<file path="src/rtl/intr_ctrl_if.sv">
// Interrupt controller bus: request lines, mask/overflow control, and the
// presented-interrupt handshake. The controller uses the slave modport.
interface intr_ctrl_if #(
  parameter int NUM_CH = 8
);
  localparam int ID_W = $clog2(NUM_CH);

  logic [NUM_CH-1:0] irq_req;
  logic              int_en;
  logic              mask_wr;
  logic [NUM_CH-1:0] mask_in;
  logic              ovf_clr;
  logic              irq_ack;
  logic              irq_valid;
  logic [ID_W-1:0]   irq_id;
  logic [NUM_CH-1:0] mask_out;
  logic [NUM_CH-1:0] pending_out;
  logic [7:0]        status;

  modport master (
    output irq_req, int_en, mask_wr, mask_in, ovf_clr, irq_ack,
    input  irq_valid, irq_id, mask_out, pending_out, status
  );

  modport slave (
    input  irq_req, int_en, mask_wr, mask_in, ovf_clr, irq_ack,
    output irq_valid, irq_id, mask_out, pending_out, status
  );
endinterface

</file>
<file path="src/rtl/intr_ctrl.sv">
// Priority interrupt controller: pending/mask registers, highest-index-wins
// arbitration, IDLE/PRESENT handshake. Define INTR_CTRL_EDGE_DETECT_EN for
// edge-triggered requests with overflow tracking; default is level-sensitive.
module intr_ctrl #(
  parameter int NUM_CH = 8
) (
  input  logic        clk,
  input  logic        rst,
  intr_ctrl_if.slave  bus
);
  localparam int ID_W = $clog2(NUM_CH);

  typedef enum logic {IDLE, PRESENT} state_t;

  state_t            state, state_n;
  logic [NUM_CH-1:0] pending, pending_n, mask, active, set_v, clr_v;
  logic [ID_W-1:0]   irq_id, irq_id_n, win_id;
  logic              ovf;
  logic [4:0]        cnt;
  logic [3:0]        pend_cnt;
  logic [7:0]        status;

  assign active = pending & ~mask;

  always_comb begin
    clr_v = '0;
    if (state == PRESENT && bus.irq_ack) clr_v[irq_id] = 1'b1;
  end

`ifdef INTR_CTRL_EDGE_DETECT_EN
  logic [NUM_CH-1:0] req_q;

  // History clears on reset, so a line already high afterwards counts as a rise.
  always_ff @(posedge clk) begin
    if (rst) req_q <= '0;
    else     req_q <= bus.irq_req;
  end

  assign set_v = bus.irq_req & ~req_q;

  always_ff @(posedge clk) begin
    if (rst)                              ovf <= 1'b0;
    else if (|(set_v & pending & ~clr_v)) ovf <= 1'b1;
    else if (bus.ovf_clr)                 ovf <= 1'b0;
  end
`else
  assign set_v = bus.irq_req;
  assign ovf   = 1'b0;
`endif

  // Set is applied after clear so a simultaneous new request keeps the bit.
  assign pending_n = (pending & ~clr_v) | set_v;

  always_comb begin
    win_id = '0;
    for (int i = 0; i < NUM_CH; i++)
      if (active[i]) win_id = ID_W'(i);
  end

  always_comb begin
    state_n  = state;
    irq_id_n = irq_id;
    case (state)
      IDLE:
        if (bus.int_en && |active) begin
          state_n  = PRESENT;
          irq_id_n = win_id;
        end
      PRESENT:
        if (bus.irq_ack) state_n = IDLE;
      default: state_n = IDLE;
    endcase
  end

  always_comb begin
    cnt = '0;
    for (int i = 0; i < NUM_CH; i++) cnt = cnt + 5'(pending[i]);
    pend_cnt = (cnt > 5'd15) ? 4'hF : cnt[3:0];
  end

  always_ff @(posedge clk) begin
    if (rst) begin
      state   <= IDLE;
      irq_id  <= '0;
      pending <= '0;
      mask    <= '1;
      status  <= '0;
    end else begin
      state   <= state_n;
      irq_id  <= irq_id_n;
      pending <= pending_n;
      if (bus.mask_wr) mask <= bus.mask_in;
      status  <= {bus.int_en, state == PRESENT, |active, ovf, pend_cnt};
    end
  end

  assign bus.irq_valid   = (state == PRESENT);
  assign bus.irq_id      = irq_id;
  assign bus.mask_out    = mask;
  assign bus.pending_out = pending;
  assign bus.status      = status;
endmodule

</file>
<file path="src/flat_wrapper.sv">
// flat-port wrapper written by rule: the top's interface ports become plain ports
module intr_ctrl_flat 
#(
  parameter int NUM_CH = 8
)
  (clk, rst, bus_irq_req, bus_int_en, bus_mask_wr, bus_mask_in, bus_ovf_clr, bus_irq_ack, bus_irq_valid, bus_irq_id, bus_mask_out, bus_pending_out, bus_status);
  intr_ctrl_if #(.NUM_CH(NUM_CH)) bus_i ();
  input  logic clk;
  input  logic rst;
  input wire logic [$bits(bus_i.irq_req)-1:0] bus_irq_req;
  input wire logic [$bits(bus_i.int_en)-1:0] bus_int_en;
  input wire logic [$bits(bus_i.mask_wr)-1:0] bus_mask_wr;
  input wire logic [$bits(bus_i.mask_in)-1:0] bus_mask_in;
  input wire logic [$bits(bus_i.ovf_clr)-1:0] bus_ovf_clr;
  input wire logic [$bits(bus_i.irq_ack)-1:0] bus_irq_ack;
  output wire logic [$bits(bus_i.irq_valid)-1:0] bus_irq_valid;
  output wire logic [$bits(bus_i.irq_id)-1:0] bus_irq_id;
  output wire logic [$bits(bus_i.mask_out)-1:0] bus_mask_out;
  output wire logic [$bits(bus_i.pending_out)-1:0] bus_pending_out;
  output wire logic [$bits(bus_i.status)-1:0] bus_status;
  assign bus_i.irq_req = bus_irq_req;
  assign bus_i.int_en = bus_int_en;
  assign bus_i.mask_wr = bus_mask_wr;
  assign bus_i.mask_in = bus_mask_in;
  assign bus_i.ovf_clr = bus_ovf_clr;
  assign bus_i.irq_ack = bus_irq_ack;
  assign bus_irq_valid = bus_i.irq_valid;
  assign bus_irq_id = bus_i.irq_id;
  assign bus_mask_out = bus_i.mask_out;
  assign bus_pending_out = bus_i.pending_out;
  assign bus_status = bus_i.status;
  intr_ctrl #(.NUM_CH(NUM_CH)) u_core (.clk(clk), .rst(rst), .bus(bus_i));
endmodule
</file>
<file path="config.mk">
export PLATFORM = sky130hd
export DESIGN_NAME = intr_ctrl_flat
export DESIGN_NICKNAME = d
export VERILOG_FILES = /design/src/rtl/intr_ctrl_if.sv /design/src/rtl/intr_ctrl.sv /design/src/flat_wrapper.sv
export SDC_FILE = /design/constraint.sdc
export NUM_CORES = 1
export LEC_CHECK = 0
export ABC_AREA = 1
export ABC_CLOCK_PERIOD_IN_PS = 3400
export CAP_MARGIN = 20
export CORE_MARGIN = 2
export CORE_UTILIZATION = 42
export CTS_CLUSTER_DIAMETER = 100
export DETAILED_ROUTE_END_ITERATION = 8
export PLACE_DENSITY = 0.82
export SYNTH_ARGS = -nofsm -noshare
export SYNTH_HDL_FRONTEND = slang
export SYNTH_SLANG_ARGS = --single-unit
export TNS_END_PERCENT = 10
</file>
<file path="constraint.sdc">
create_clock -name clk -period 3.4 [get_ports clk]
set_clock_uncertainty 0.1 [all_clocks]
set_input_delay 0.34 -clock clk [delete_from_list [all_inputs] [get_ports clk]]
set_output_delay 0.34 -clock clk [all_outputs]
set_load 0.02 [all_outputs]
</file>
# Word level (Yosys, flattened, before mapping)
# Index checks and enable logic that the tools add are counted.
# Widths: inputs -> output; s select.
op_classes:
  n_reduce_logical: 5
  mux: 14
  magnitude_cmp: 3
  bitwise_logic: 6
  add_sub_neg: 7
op_table:
  columns: ["cell", "count"]
  rows:
  - ["$add 5x1->5", 6]
  - ["$mux 3", 6]
  - ["$and 8x8->8", 2]
  - ["$not 8->8", 2]
  - ["$mux 8", 1]
  - ["$or 8x8->8", 1]
  - ["$reduce_or 8->1", 1]
  - ["$gt 5x4->1 const B", 1]
  - ["$lt 3x4->1 const B", 1]
  - ["$mux 1", 4]
  - ["$mux 4", 1]
  - ["$demux 1 s3", 1]
  - ["$ge 3x1->1 const B", 1]
  - ["$logic_and 1x1->1", 3]
  - ["$add 1x1->2", 1]
  - ["$pmux 1 s2", 1]
  - ["$reduce_and 2->1", 1]
  - ["$not 1->1", 1]
word_totals:
  word_cells: 41
  regBits: 28
  input_bits: 22

# Depth between registers and ports, before layout
logic_depth:
  word_depth: 9
  ltp_mapped: 10
  mapped_depth_nobuf: 10

# Least setup slack after synthesis
# No wires, ideal clock.
synth_path:
  path_kind: "reg-to-reg"
  from: "register u_core.pending[1] (netlist: u_core.bus.pending_out[1])"
  to: "register u_core.status[1] (netlist: u_core.bus.status[1])"
  setup_time_ps: 66
  required_time_ps: 3234
  setup_slack_ps: 569
  stages_incl_launch_ff: 10
  arrival_ps: 2665
  cell_sequence: "dfxtp_1 -> ha_1 -> inv_1 -> fa_1 -> fa_1 -> inv_1 -> fa_1 -> inv_1 -> fa_1 -> nor2_1"
synth_between:
  elab_chain_len: 9
synth_rtl:
  columns: ["element", "line", "text"]
  rows:
  - ["start, declared", "intr_ctrl.sv:16", "logic [NUM_CH-1:0] pending, pending_n, mask, active, set_v, clr_v;"]
  - ["start signal, assigned", "intr_ctrl.sv:91", "pending <= pending_n;"]
  - ["$add 1x1->2 *", "intr_ctrl.sv:77", "for (int i = 0; i < NUM_CH; i++) cnt = cnt + 5'(pending[i]);"]
  - ["$add 5x1->5 * (6 in a row)", "intr_ctrl.sv:77", null]
  - ["$gt 5x4->1", "intr_ctrl.sv:78", "pend_cnt = (cnt > 5'd15) ? 4'hF : cnt[3:0];"]
  - ["$mux 4 *", "intr_ctrl.sv:78", null]
  - ["end signal, assigned", "intr_ctrl.sv:93", "status <= {bus.int_en, state == PRESENT, |active, ovf, pend_cnt};"]
  - ["end, declared", "intr_ctrl.sv:21", "logic [7:0] status;"]
# Mark *: on every way between the ends. The rest lies on a longest branch, timed or not.
# A chain may end at the register's enable or synchronous reset.

# Worst setup path after layout
# Ends and elaborated chain as after synthesis.

==> summary by stage <==
Synth
The net count after synthesis is 190. Counting flops with a built-in enable in the synthesized netlist gives 0. The gate count after technology mapping is 161. The cell area that synthesis handed to floorplanning was 1260 sq um. By count the netlist is led by 36 x sky130_fd_sc_hd__inv_1, 27 x sky130_fd_sc_hd__dfxtp_1, 24 x sky130_fd_sc_hd__nand2_1. In the post-synthesis netlist, the biggest area contributors are sky130_fd_sc_hd__dfxtp_1 43%, sky130_fd_sc_hd__inv_1 11%, sky130_fd_sc_hd__a21oi_1 7.6%, sky130_fd_sc_hd__nand2_1 7.2%, sky130_fd_sc_hd__fa_1 6.4%. Counting distinct cell types in the post-synthesis netlist gives 22. The leading cell type by number of instances after synthesis is sky130_fd_sc_hd__inv_1. The share of flip-flops with an asynchronous set or reset after synthesis is 0%. The proportion of netlist area held by the largest area contributor is 43.0%. The synthesized design contains 27 register bits.

In this run the mean area of a mapped cell was 7.80 sq um. Summed over all instances, the cell type with the most area after synthesis is sky130_fd_sc_hd__dfxtp_1. The sequential-to-total area share from yosys stat is 43.0%. The predominant post-synthesis flop cell is sky130_fd_sc_hd__dfxtp_1.

The total of warnings raised by yosys is 0.

Clocking
The worst-case clock buffer depth is 2. The clock latency reported for the late side of the worst-skew pair is 0.32 ns. The clock tree from TritonCTS is done. The number of clock buffers added by TritonCTS is 3. Counting every sink on the clock net gives 27. The number of hold-repair buffers added at the cts stage is 0. The clock-pin slew on the worst setup and hold paths is between 0.1 and 0.15 ns. The post-cts sizing count is 0. After clock tree synthesis, the setup repair step added 0 buffers.

The depth of the CTS H-tree is 1. The buffer type at the clock tree root is sky130_fd_sc_hd__clkbuf_4.

Layout
At the end of the flow, the number of nets in the layout was 238. The repair_antennas step left the layout with diodes totalling 0. From synthesis to final layout, the design area changed by 40.9%. The finished layout holds ~240 standard cells, fillers aside. Of the cells placed in the final design, the portion with a size suffix greater than 1 is 6.73%.

Placement
Once placement completed, the tool counted placed cells totaling 235. In this run the tool buffered the top-level ports with 47 buffer cells. After legalization and detailed placement, the total HPWL measured 2.11 mm. At the end of routability-driven placement, the weighted congestion stood at 0.817.

Global route
The total track usage is 17.2%. The initial antenna violation count is 0. The number of global-route vias before repair is 1017. The pin count of the biggest net entering global routing is 25.

The global-route wire length before repair is 4.49 mm. For this run the aggregate overflow at the end of global routing stands at 0.

Power and ir drop
Internal power comes to between 0.5 and 0.6 mW. Net switching is 32.1% of the power. The power density over the cells is 427 nW/um^2.

The switching power is 0.243 mW. In this run, the clock network consumes 18.2% of the power. In this run, flip-flops and latches consume 48.6% of the power. The reported leakage power is approximately 0.85 nW. In this run, the combinational gates consume 33.2% of the power. The peak supply drop is 0.185 mV.

Die
The I/O pin count is 50. The initial utilization of the core area, before any placement, comes to 44.8%. The floorplan die area is 3440 sq um. After floorplanning, the core was divided into 19 placement rows. The placeable core region is 2810 sq um. The floorplan step set the die height to 58.7 um.

The horizontal die dimension is 58.7 um.

Timing
The count of final max-slew check failures is 0. Counting I/O delays and the setup requirement, the final critical path takes 2.88 ns. The highest attainable clock frequency is between 300 and 400 MHz. Setup violations remaining at the end of the flow were counted as 0. After layout, the worst path uses 84.7% of the clock period.

After routing, the total negative slack on setup checks comes to 0 ns. The worst hold slack is 0.391 ns. Setup repair after global routing left no endpoint under its margin. The final number of hold-violating endpoints came to 0. For the pin with the worst max-slew slack, the measured transition is slightly below 0.9 ns. In this run the tightest slew margin relative to its limit is approximately two fifths.

Routing
The total vias in the final route is 1110. The number of remaining DRC errors is 2. The starting DRC count in detailed routing is 27. The detail-routed via count per cell is 4.64. The final routed wirelength across all metal layers is between 2 and 3 mm. After detailed routing, the average wire length per cell comes to 11.5 um. The number of detailed-routing iterations run before antenna repair is 6. The number of nets still failing antenna checks after routing is 0.

Worst setup path
At the worst endpoint, the arrival time is 3.03 ns. The critical path endpoint category is a flop. The startpoint class of the critical path is a flop.

The worst endpoint required time is approximately 3.6 ns. The maximum fanout encountered on the critical timing path is 5. The critical path class is flop to flop.

Status
The flow ran to the end, but the final reports show violations. The checks that failed: DRC.

Min path
The type of the worst min-delay path is flop to flop.

Flow run
The number of violations of the max-capacitance limit is 0.
[worst max-delay path: stages, from the launching register on]
cell and delay, ns:
sky130_fd_sc_hd__dfxtp_1 0.43, sky130_fd_sc_hd__ha_1 0.27, sky130_fd_sc_hd__inv_1 0.08, sky130_fd_sc_hd__fa_1 0.44
sky130_fd_sc_hd__fa_1 0.49, sky130_fd_sc_hd__inv_1 0.05, sky130_fd_sc_hd__fa_1 0.38, sky130_fd_sc_hd__inv_1 0.08
sky130_fd_sc_hd__fa_1 0.40, sky130_fd_sc_hd__nor2_1 0.10
[cell families after synthesis]
group                    synth area share, %
AO/OA/AOI/OAI                           15.2
other                                  0.299
adder cells (fa/ha/maj)                 9.36
buffers and inverters                   12.5
AND/OR/NAND/NOR                         18.9
XOR/XNOR                               0.697
flip-flops                              43.0
[flip-flops by register name (all words and copies together), names as in the netlist]
register                flops
u_core.bus.mask_out         8
u_core.bus.pending_out      8
u_core.bus.status           7
u_core.bus.irq_id           3
u_core.bus.irq_valid        1
[layout by cell type, fill, tap and decap left out]
cell type	n
sky130_fd_sc_hd__nand2_2	5
sky130_fd_sc_hd__nand3_4	1
sky130_fd_sc_hd__conb_1	1
sky130_fd_sc_hd__clkdlybuf4s50_1	47
sky130_fd_sc_hd__nand2_4	1
sky130_fd_sc_hd__nor2_1	11
sky130_fd_sc_hd__o21ai_0	16
sky130_fd_sc_hd__inv_1	36
sky130_fd_sc_hd__a21boi_0	1
sky130_fd_sc_hd__fa_1	4
sky130_fd_sc_hd__nand2_1	24
sky130_fd_sc_hd__a31o_2	1
sky130_fd_sc_hd__nor2_4	2
sky130_fd_sc_hd__clkbuf_4	3
sky130_fd_sc_hd__a21oi_1	19
sky130_fd_sc_hd__ha_1	3
sky130_fd_sc_hd__xor2_1	1
sky130_fd_sc_hd__nor2_2	1
sky130_fd_sc_hd__nor3_1	1
sky130_fd_sc_hd__dfxtp_1	27
sky130_fd_sc_hd__clkbuf_1	1
sky130_fd_sc_hd__nand4_1	2
[worst paths after layout]
kind | startpoint | end | slack, ns | depth (start not counted)
max | u_core.bus.pending_out[1] | u_core.bus.status[1] | 0.52 | 9
min reg2reg | u_core.bus.mask_out[7] | u_core.bus.mask_out[7] | 0.39 | 2
min | u_core.bus.mask_out[7] | u_core.bus.mask_out[7] | 0.39 | 2
max reg2reg | u_core.bus.pending_out[1] | u_core.bus.status[1] | 0.52 | 9
[metal layers]
| layer | vias up | global-route usage (%) | wire length [um] |
|---|---|---|---|
| li1 | 588 | - | - |
| met1 | 480 | 23.2 | 1290 |
| met2 | 37 | 27.3 | 1240 |
| met3 | 5 | 3.30 | 185 |
| met4 | 0 | 6.82 | 40 |
| met5 | - | 0 | 0 |
[power groups by stage]
stage	registers (mW)	clock network (mW)	logic, mW
floorplan	0.412	0	0.106
global placement	0.375	0	0.247
detailed placement	0.375	0	0.252
CTS	0.368	0.140	0.253
global route	0.372	0.156	0.281
finish	0.368	0.137	0.251
[metrics by stage]
stage	util (%)	worst slack [ns]	area, sq um	power, mW
3_3_place_gp	62.2	0.639	1740	0.622
2_1_floorplan	-	0.569	1260	0.518
4_1_cts	63.1	0.532	1770	0.761
3_5_place_dp	62.2	0.568	1740	0.627
6_report	63.1	0.519	1770	0.756
5_1_grt	63.1	0.397	1770	0.810
[area by class of cell]
| class | instances | area, sq um |
|---|---|---|
| Clock buffer | 4 | 26.3 |
| Tap cell | 31 | 38.8 |
| Sequential cell | 27 | 541 |
| Timing Repair Buffer | 47 | 470 |
| Inverter | 36 | 135 |
| Multi-Input combinational cell | 94 | 559 |
| Fill cell | 257 | 1030 |
(Power assumes the default switching activity.)
